===== src/rtl/graph_entry_fsm.sv =====
// Switch-driven graph loader: captures N, M and M (src, dst, weight) triples
// over a four-phase strobe/ack handshake and writes each edge to the edge RAM.
module graph_entry_fsm #(
  parameter int unsigned DATA_W    = 5,
  parameter int unsigned MAX_NODES = 16,
  parameter int unsigned MAX_EDGES = 32,
  parameter int unsigned NODE_W    = $clog2(MAX_NODES),
  parameter int unsigned EDGE_W    = $clog2(MAX_EDGES)
) (
  input  logic              clk,
  input  logic              KEY,
  input  logic [DATA_W:0]   SW,
  output logic              LEDG,
  output logic              LEDR,
  output logic              we,
  output logic [EDGE_W-1:0] waddr,
  output logic [NODE_W-1:0] wsrc,
  output logic [NODE_W-1:0] wdst,
  output logic [DATA_W-1:0] wwt,
  output logic [NODE_W:0]   node_cnt,
  output logic [EDGE_W:0]   edge_cnt,
  output logic              done,
  output logic              start
);

  localparam int unsigned NC_W = NODE_W + 1;
  localparam int unsigned EC_W = EDGE_W + 1;

  typedef enum logic [2:0] {
    GET_N, GET_M, GET_SRC, GET_DST, GET_WT, DONE
  } state_t;

  logic rst_n;
  assign rst_n = KEY;

  state_t            state_q, state_d;
  logic              s1_q, s2_q, s3_q;
  logic              ledg_q, ledg_d;
  logic              ledr_q, ledr_d;
  logic              ok_q, ok_d;
  logic              we_q, we_d;
  logic [EDGE_W-1:0] waddr_q, waddr_d;
  logic [NODE_W-1:0] src_q, src_d;
  logic [NODE_W-1:0] dst_q, dst_d;
  logic [NODE_W-1:0] wsrc_q, wsrc_d;
  logic [NODE_W-1:0] wdst_q, wdst_d;
  logic [DATA_W-1:0] wwt_q, wwt_d;
  logic [NC_W-1:0]   node_cnt_q, node_cnt_d;
  logic [EC_W-1:0]   edge_cnt_q, edge_cnt_d;
  logic [EC_W-1:0]   idx_q, idx_d;
  logic              done_q, done_d;
  logic              start_q, start_d;

  logic        rise, fall;
  int unsigned data_u;

  assign rise   = s2_q & ~s3_q;
  assign fall   = ~s2_q & s3_q;
  assign data_u = 32'(SW[DATA_W-1:0]);

  // Capture/validate on strobe rise, advance on strobe fall.
  always_comb begin
    state_d    = state_q;
    ledg_d     = ledg_q;
    ledr_d     = ledr_q;
    ok_d       = ok_q;
    we_d       = 1'b0;
    waddr_d    = waddr_q;
    src_d      = src_q;
    dst_d      = dst_q;
    wsrc_d     = wsrc_q;
    wdst_d     = wdst_q;
    wwt_d      = wwt_q;
    node_cnt_d = node_cnt_q;
    edge_cnt_d = edge_cnt_q;
    idx_d      = idx_q;
    done_d     = done_q;
    start_d    = 1'b0;

    if (state_q != DONE) begin
      if (rise) begin
        ledg_d = 1'b1;
        ok_d   = 1'b0;
        case (state_q)
          GET_N: begin
            if (data_u >= 1 && data_u <= MAX_NODES) begin
              ok_d       = 1'b1;
              node_cnt_d = NC_W'(data_u);
            end
          end
          GET_M: begin
            if (data_u <= MAX_EDGES) begin
              ok_d       = 1'b1;
              edge_cnt_d = EC_W'(data_u);
              idx_d      = '0;
            end
          end
          GET_SRC: begin
            if (data_u < 32'(node_cnt_q)) begin
              ok_d  = 1'b1;
              src_d = SW[NODE_W-1:0];
            end
          end
          GET_DST: begin
            if (data_u < 32'(node_cnt_q)) begin
              ok_d  = 1'b1;
              dst_d = SW[NODE_W-1:0];
            end
          end
          GET_WT: begin
            ok_d    = 1'b1;
            we_d    = 1'b1;
            waddr_d = idx_q[EDGE_W-1:0];
            wsrc_d  = src_q;
            wdst_d  = dst_q;
            wwt_d   = SW[DATA_W-1:0];
          end
          default: ok_d = 1'b0;
        endcase
        ledr_d = ~ok_d;
      end else if (fall && ledg_q) begin
        ledg_d = 1'b0;
        if (ok_q) begin
          case (state_q)
            GET_N:   state_d = GET_M;
            GET_M: begin
              if (edge_cnt_q == '0) begin
                state_d = DONE;
                done_d  = 1'b1;
                start_d = 1'b1;
              end else begin
                state_d = GET_SRC;
              end
            end
            GET_SRC: state_d = GET_DST;
            GET_DST: state_d = GET_WT;
            GET_WT: begin
              idx_d = idx_q + EC_W'(1);
              if (idx_d == edge_cnt_q) begin
                state_d = DONE;
                done_d  = 1'b1;
                start_d = 1'b1;
              end else begin
                state_d = GET_SRC;
              end
            end
            default: state_d = state_q;
          endcase
        end
      end
    end
  end

  // State, synchroniser and registered outputs.
  always_ff @(posedge clk or negedge rst_n) begin
    if (!rst_n) begin
      state_q    <= GET_N;
      s1_q       <= 1'b0;
      s2_q       <= 1'b0;
      s3_q       <= 1'b0;
      ledg_q     <= 1'b0;
      ledr_q     <= 1'b0;
      ok_q       <= 1'b0;
      we_q       <= 1'b0;
      waddr_q    <= '0;
      src_q      <= '0;
      dst_q      <= '0;
      wsrc_q     <= '0;
      wdst_q     <= '0;
      wwt_q      <= '0;
      node_cnt_q <= '0;
      edge_cnt_q <= '0;
      idx_q      <= '0;
      done_q     <= 1'b0;
      start_q    <= 1'b0;
    end else begin
      state_q    <= state_d;
      s1_q       <= SW[DATA_W];
      s2_q       <= s1_q;
      s3_q       <= s2_q;
      ledg_q     <= ledg_d;
      ledr_q     <= ledr_d;
      ok_q       <= ok_d;
      we_q       <= we_d;
      waddr_q    <= waddr_d;
      src_q      <= src_d;
      dst_q      <= dst_d;
      wsrc_q     <= wsrc_d;
      wdst_q     <= wdst_d;
      wwt_q      <= wwt_d;
      node_cnt_q <= node_cnt_d;
      edge_cnt_q <= edge_cnt_d;
      idx_q      <= idx_d;
      done_q     <= done_d;
      start_q    <= start_d;
    end
  end

  assign LEDG     = ledg_q;
  assign LEDR     = ledr_q;
  assign we       = we_q;
  assign waddr    = waddr_q;
  assign wsrc     = wsrc_q;
  assign wdst     = wdst_q;
  assign wwt      = wwt_q;
  assign node_cnt = node_cnt_q;
  assign edge_cnt = edge_cnt_q;
  assign done     = done_q;
  assign start    = start_q;

endmodule

===== config.mk =====
export PLATFORM = sky130hd
export DESIGN_NAME = graph_entry_fsm
export DESIGN_NICKNAME = d
export VERILOG_FILES = /design/src/rtl/graph_entry_fsm.sv
export SDC_FILE = /design/constraint.sdc
export NUM_CORES = 1
export LEC_CHECK = 0
export CAP_MARGIN = 20
export CELL_PAD_IN_SITES_DETAIL_PLACEMENT = 0
export CELL_PAD_IN_SITES_GLOBAL_PLACEMENT = 1
export CORE_MARGIN = 1
export CORE_UTILIZATION = 41
export DETAILED_ROUTE_END_ITERATION = 16
export PLACE_DENSITY_LB_ADDON = 0.1
export SYNTH_ARGS = -nofsm -noshare
export SYNTH_HDL_FRONTEND = slang
export SYNTH_SLANG_ARGS = --single-unit
export TNS_END_PERCENT = 50

===== constraint.sdc =====
create_clock -name clk -period 2.42 [get_ports clk]
set_clock_uncertainty 0.05 [all_clocks]
set_input_delay 0.363 -clock clk [delete_from_list [all_inputs] [get_ports clk]]
set_output_delay 0.363 -clock clk [all_outputs]
set_load 0.005 [all_outputs]

==> flow_metrics.py <==
metrics = {
    "yosys": {
        "yosysMostFrequentCell": "dfrtp_1",
        "synth-seq-area-share_pct": 53.6,
        "netlist_area_sq_um": 2520,
        "yosysWarnings": 0,
        "synth_nets": 218,
        "synth_top_area_share_pct": 53.6,
        "synthArstFlopShare_pct": 100,
        "yosysTopAreaCell": "dfrtp_1",
        "syn-instance-count": 205,
        "avgSynthCellArea_sq_um": 12.3,
        "synth_edf_count": 0,
        "ys_types": 46,
        "ys_ff_latch": 54,
        "netlist_top_cells_count": "54 x dfrtp_1, 32 x mux2_2, 14 x nand2_1, 10 x nor2_1, 9 x nand3_1",
        "synth_area_leaders": "dfrtp_1 54%, mux2_2 14%, ha_1 2.5%, mux2_4 2.4%, nand2_1 2.1%",
        "synth_top_flop_cell": "dfrtp_1",
    },
    "setup_path": {
        "slowest_stage": "clkdlybuf4s50_1",
        "cpMostUsedCell": "a21o_1",
        "critPathMaxStageDelay_ps": 430,
        "r2r_slack_ps": 360,
        "critPathMaxFanout": 4,
        "crit_path_start_kind": "primary input",
        "critPathTopFamily": "compound AO/OA/AOI/OAI gates",
        "crit_type": "in2reg",
        "end_kind": "register",
        "crit_buf_inv": 1,
        "crit_chain": "clkdlybuf4s50_1 -> ha_1 -> a21o_1 -> a21o_1 -> a311oi_2 -> mux2_2",
        "worstPathRequired_ps": 2580,
        "cp_data_arrival_time_ps": 2280,
    },
    "hold_path": {
        "min_path_type": "reg2reg",
    },
    "final_layout": {
        "syn_to_final_growth_pct": 26.4,
        "fillers": 535,
        "num-nets-final": 274,
        "antenna_cells": 0,
        "drive_gt1_share_pct": 26.3,
    },
    "die": {
        "core_area_sq_um": 5920,
        "dieArea_sq_um": 6460,
        "row_count": 28,
        "die_x_um": 80.4,
        "start_util_pct": 42.6,
        "ioPinCount": 42,
        "die_h_um": 80.4,
    },
    "clock_tree": {
        "h-tree-depth": 2,
        "cts_buffer_depth": 2,
        "hold_buffers": 1,
        "cts_resized": 0,
        "cts-root-buf": "clkbuf_8",
        "cts_tree": "built",
        "clock-sinks": 54,
        "cts_setup_buffers": 0,
        "cts.clk_slew.worst_paths_ps": 100,
        "cts_buffers": 5,
        "clk-insertion-delay-late_ps": 310,
    },
    "timing": {
        "timing.final.crit_share_pct": 87.6,
        "hold_ws_ps": 310,
        "fmax_mhz": 472,
        "grt_setup_unrepaired": "no",
        "max-slew-margin-rel_pct": 64.5,
        "slew_viol_final": 0,
        "setup_viol": 0,
        "layout_min_cycle_time_ps": 2120,
        "hold_viol_final": 0,
        "worst_pin_slew_ps": 528,
    },
    "detailed_routing": {
        "post_drt_wl_per_cell_um": 16.1,
        "vias": 1757,
        "drt_first_pass_iters": 4,
        "dr.first_iter.drc_count": 74,
        "ant_nets": 0,
        "finalWirelength_um": 5430,
        "drcViolationCount": 0,
        "viasPerCell": 5.21,
    },
    "global_route": {
        "grt_max_degree": 24,
        "grt_pass1_vias": 1707,
        "grt_pass1_wl_um": 9000,
        "grt_use_total_pct": 18.9,
        "antenna_found_initial": 0,
        "grt-ovfl-total": 0,
    },
    "status": {
        "status": "finished, final reports clean",
    },
    "placed_design": {
        "gp_congestion": 0.775,
        "hpwl_um": 4020,
        "portBuffers": 40,
    },
    "pwr": {
        "ir_drop_mv": 0.502,
        "finalPower_mw": 2.74,
        "p_leak_nw": 1.45,
        "p_per_area_nw_per_um2": 860,
    },
    "flow_run": {
        "cap_viol_max_count": 0,
    },
}
[worst reg2reg max path: cells and delay by family (launching register included)]
kind	cells	cell delay, ps
adder cells (fa/ha/maj)	1	260
multiplexers	1	380
buffers and inverters	1	60
flip-flops	1	390
AO/OA/AOI/OAI	3	810
[flip-flops by register name, summed over array words and instances (netlist names)]
name / cells
LEDG: 1
LEDR: 1
done: 1
dst_q: 4
edge_cnt: 5
idx_q: 6
node_cnt: 5
ok_q: 1
s1_q: 1
s2_q: 1
s3_q: 1
src_q: 4
start: 1
state_q: 3
waddr: 5
wdst: 4
we: 1
wsrc: 4
wwt: 5
[worst paths after layout]
check,cells past startpoint,endpoint,start
max,6,dst_q[3],SW[1]
min,0,s2_q,s1_q
max reg2reg,6,dst_q[3],node_cnt[1]
min reg2reg,0,s2_q,s1_q
min in group asynchronous,2,waddr[0],KEY
max in group asynchronous,3,LEDR,KEY
[power by group]
| group | leakage [nW] | internal [mW] | switching [mW] |
|---|---|---|---|
| clock network | 0.0514 | 0.236 | 0.312 |
| logic | 0.706 | 0.534 | 0.347 |
| registers | 0.696 | 1.10 | 0.209 |
| total | 1.45 | 1.87 | 0.869 |
[cells by family after synthesis]
| family | count (synthesis) | share of synthesized area [%] |
|---|---|---|
| AO/OA/AOI/OAI | 31 | 8.69 |
| XOR/XNOR | 9 | 3.13 |
| adder cells (fa/ha/maj) | 5 | 2.48 |
| buffers and inverters | 13 | 2.73 |
| flip-flops | 54 | 53.6 |
| multiplexers | 36 | 16.7 |
| other | 1 | 0.149 |
| AND/OR/NAND/NOR | 56 | 12.5 |
[routing by layer]
layer  global-route usage [%]  share of wire [%]  up-vias
li1                         -                  -      843
met1                     26.1                 48      879
met2                     29.4                 48       32
met3                     4.20                3.0        3
met4                     5.89               0.59        0
met5                        0                  0        -
[metrics by stage]
| step | TNS [ps] | cells | util (%) | worst slack, ps | instance area, sq um |
|---|---|---|---|---|---|
| final | 0 | 337 | 53.8 | 300 | 3190 |
| after global routing | 0 | 337 | 53.8 | 190 | 3190 |
| after CTS | 0 | 337 | 53.8 | 292 | 3190 |
| after detailed placement | -421 | 328 | 51.9 | -51.0 | 3080 |
| after global placement | -280 | 328 | 51.9 | -39.8 | 3080 |
| after floorplan | 0 | 205 | - | 503 | 2520 |
[final cells by class]
class | instances | area (sq um) | area share (%)
inverters | 6 | 22.5 | 0.707
flip-flops and latches | 54 | 1350 | 42.4
clock buffers | 6 | 82.6 | 2.59
repair buffers | 56 | 518 | 16.3
clock inverters | 2 | 17.5 | 0.550
well taps | 75 | 93.8 | 2.95
multi-input cells | 138 | 1100 | 34.5
[cells in the final DEF, fill, tap and decap left out, drive strengths merged, types with 3 or more instances in the layout]
master and instances:
nand2 14, and2b 3, a21o 3, xnor2 5, dfrtp 54, ha 5, mux2 36, nand2b 3
xor2 4, o31ai 4, a21oi 5, nand3 10, clkbuf 6, clkdlybuf4s50 39, nor2 10, inv 6
buf 16, o21ai 8
Note: power is estimated with default switching activity, not from simulation.
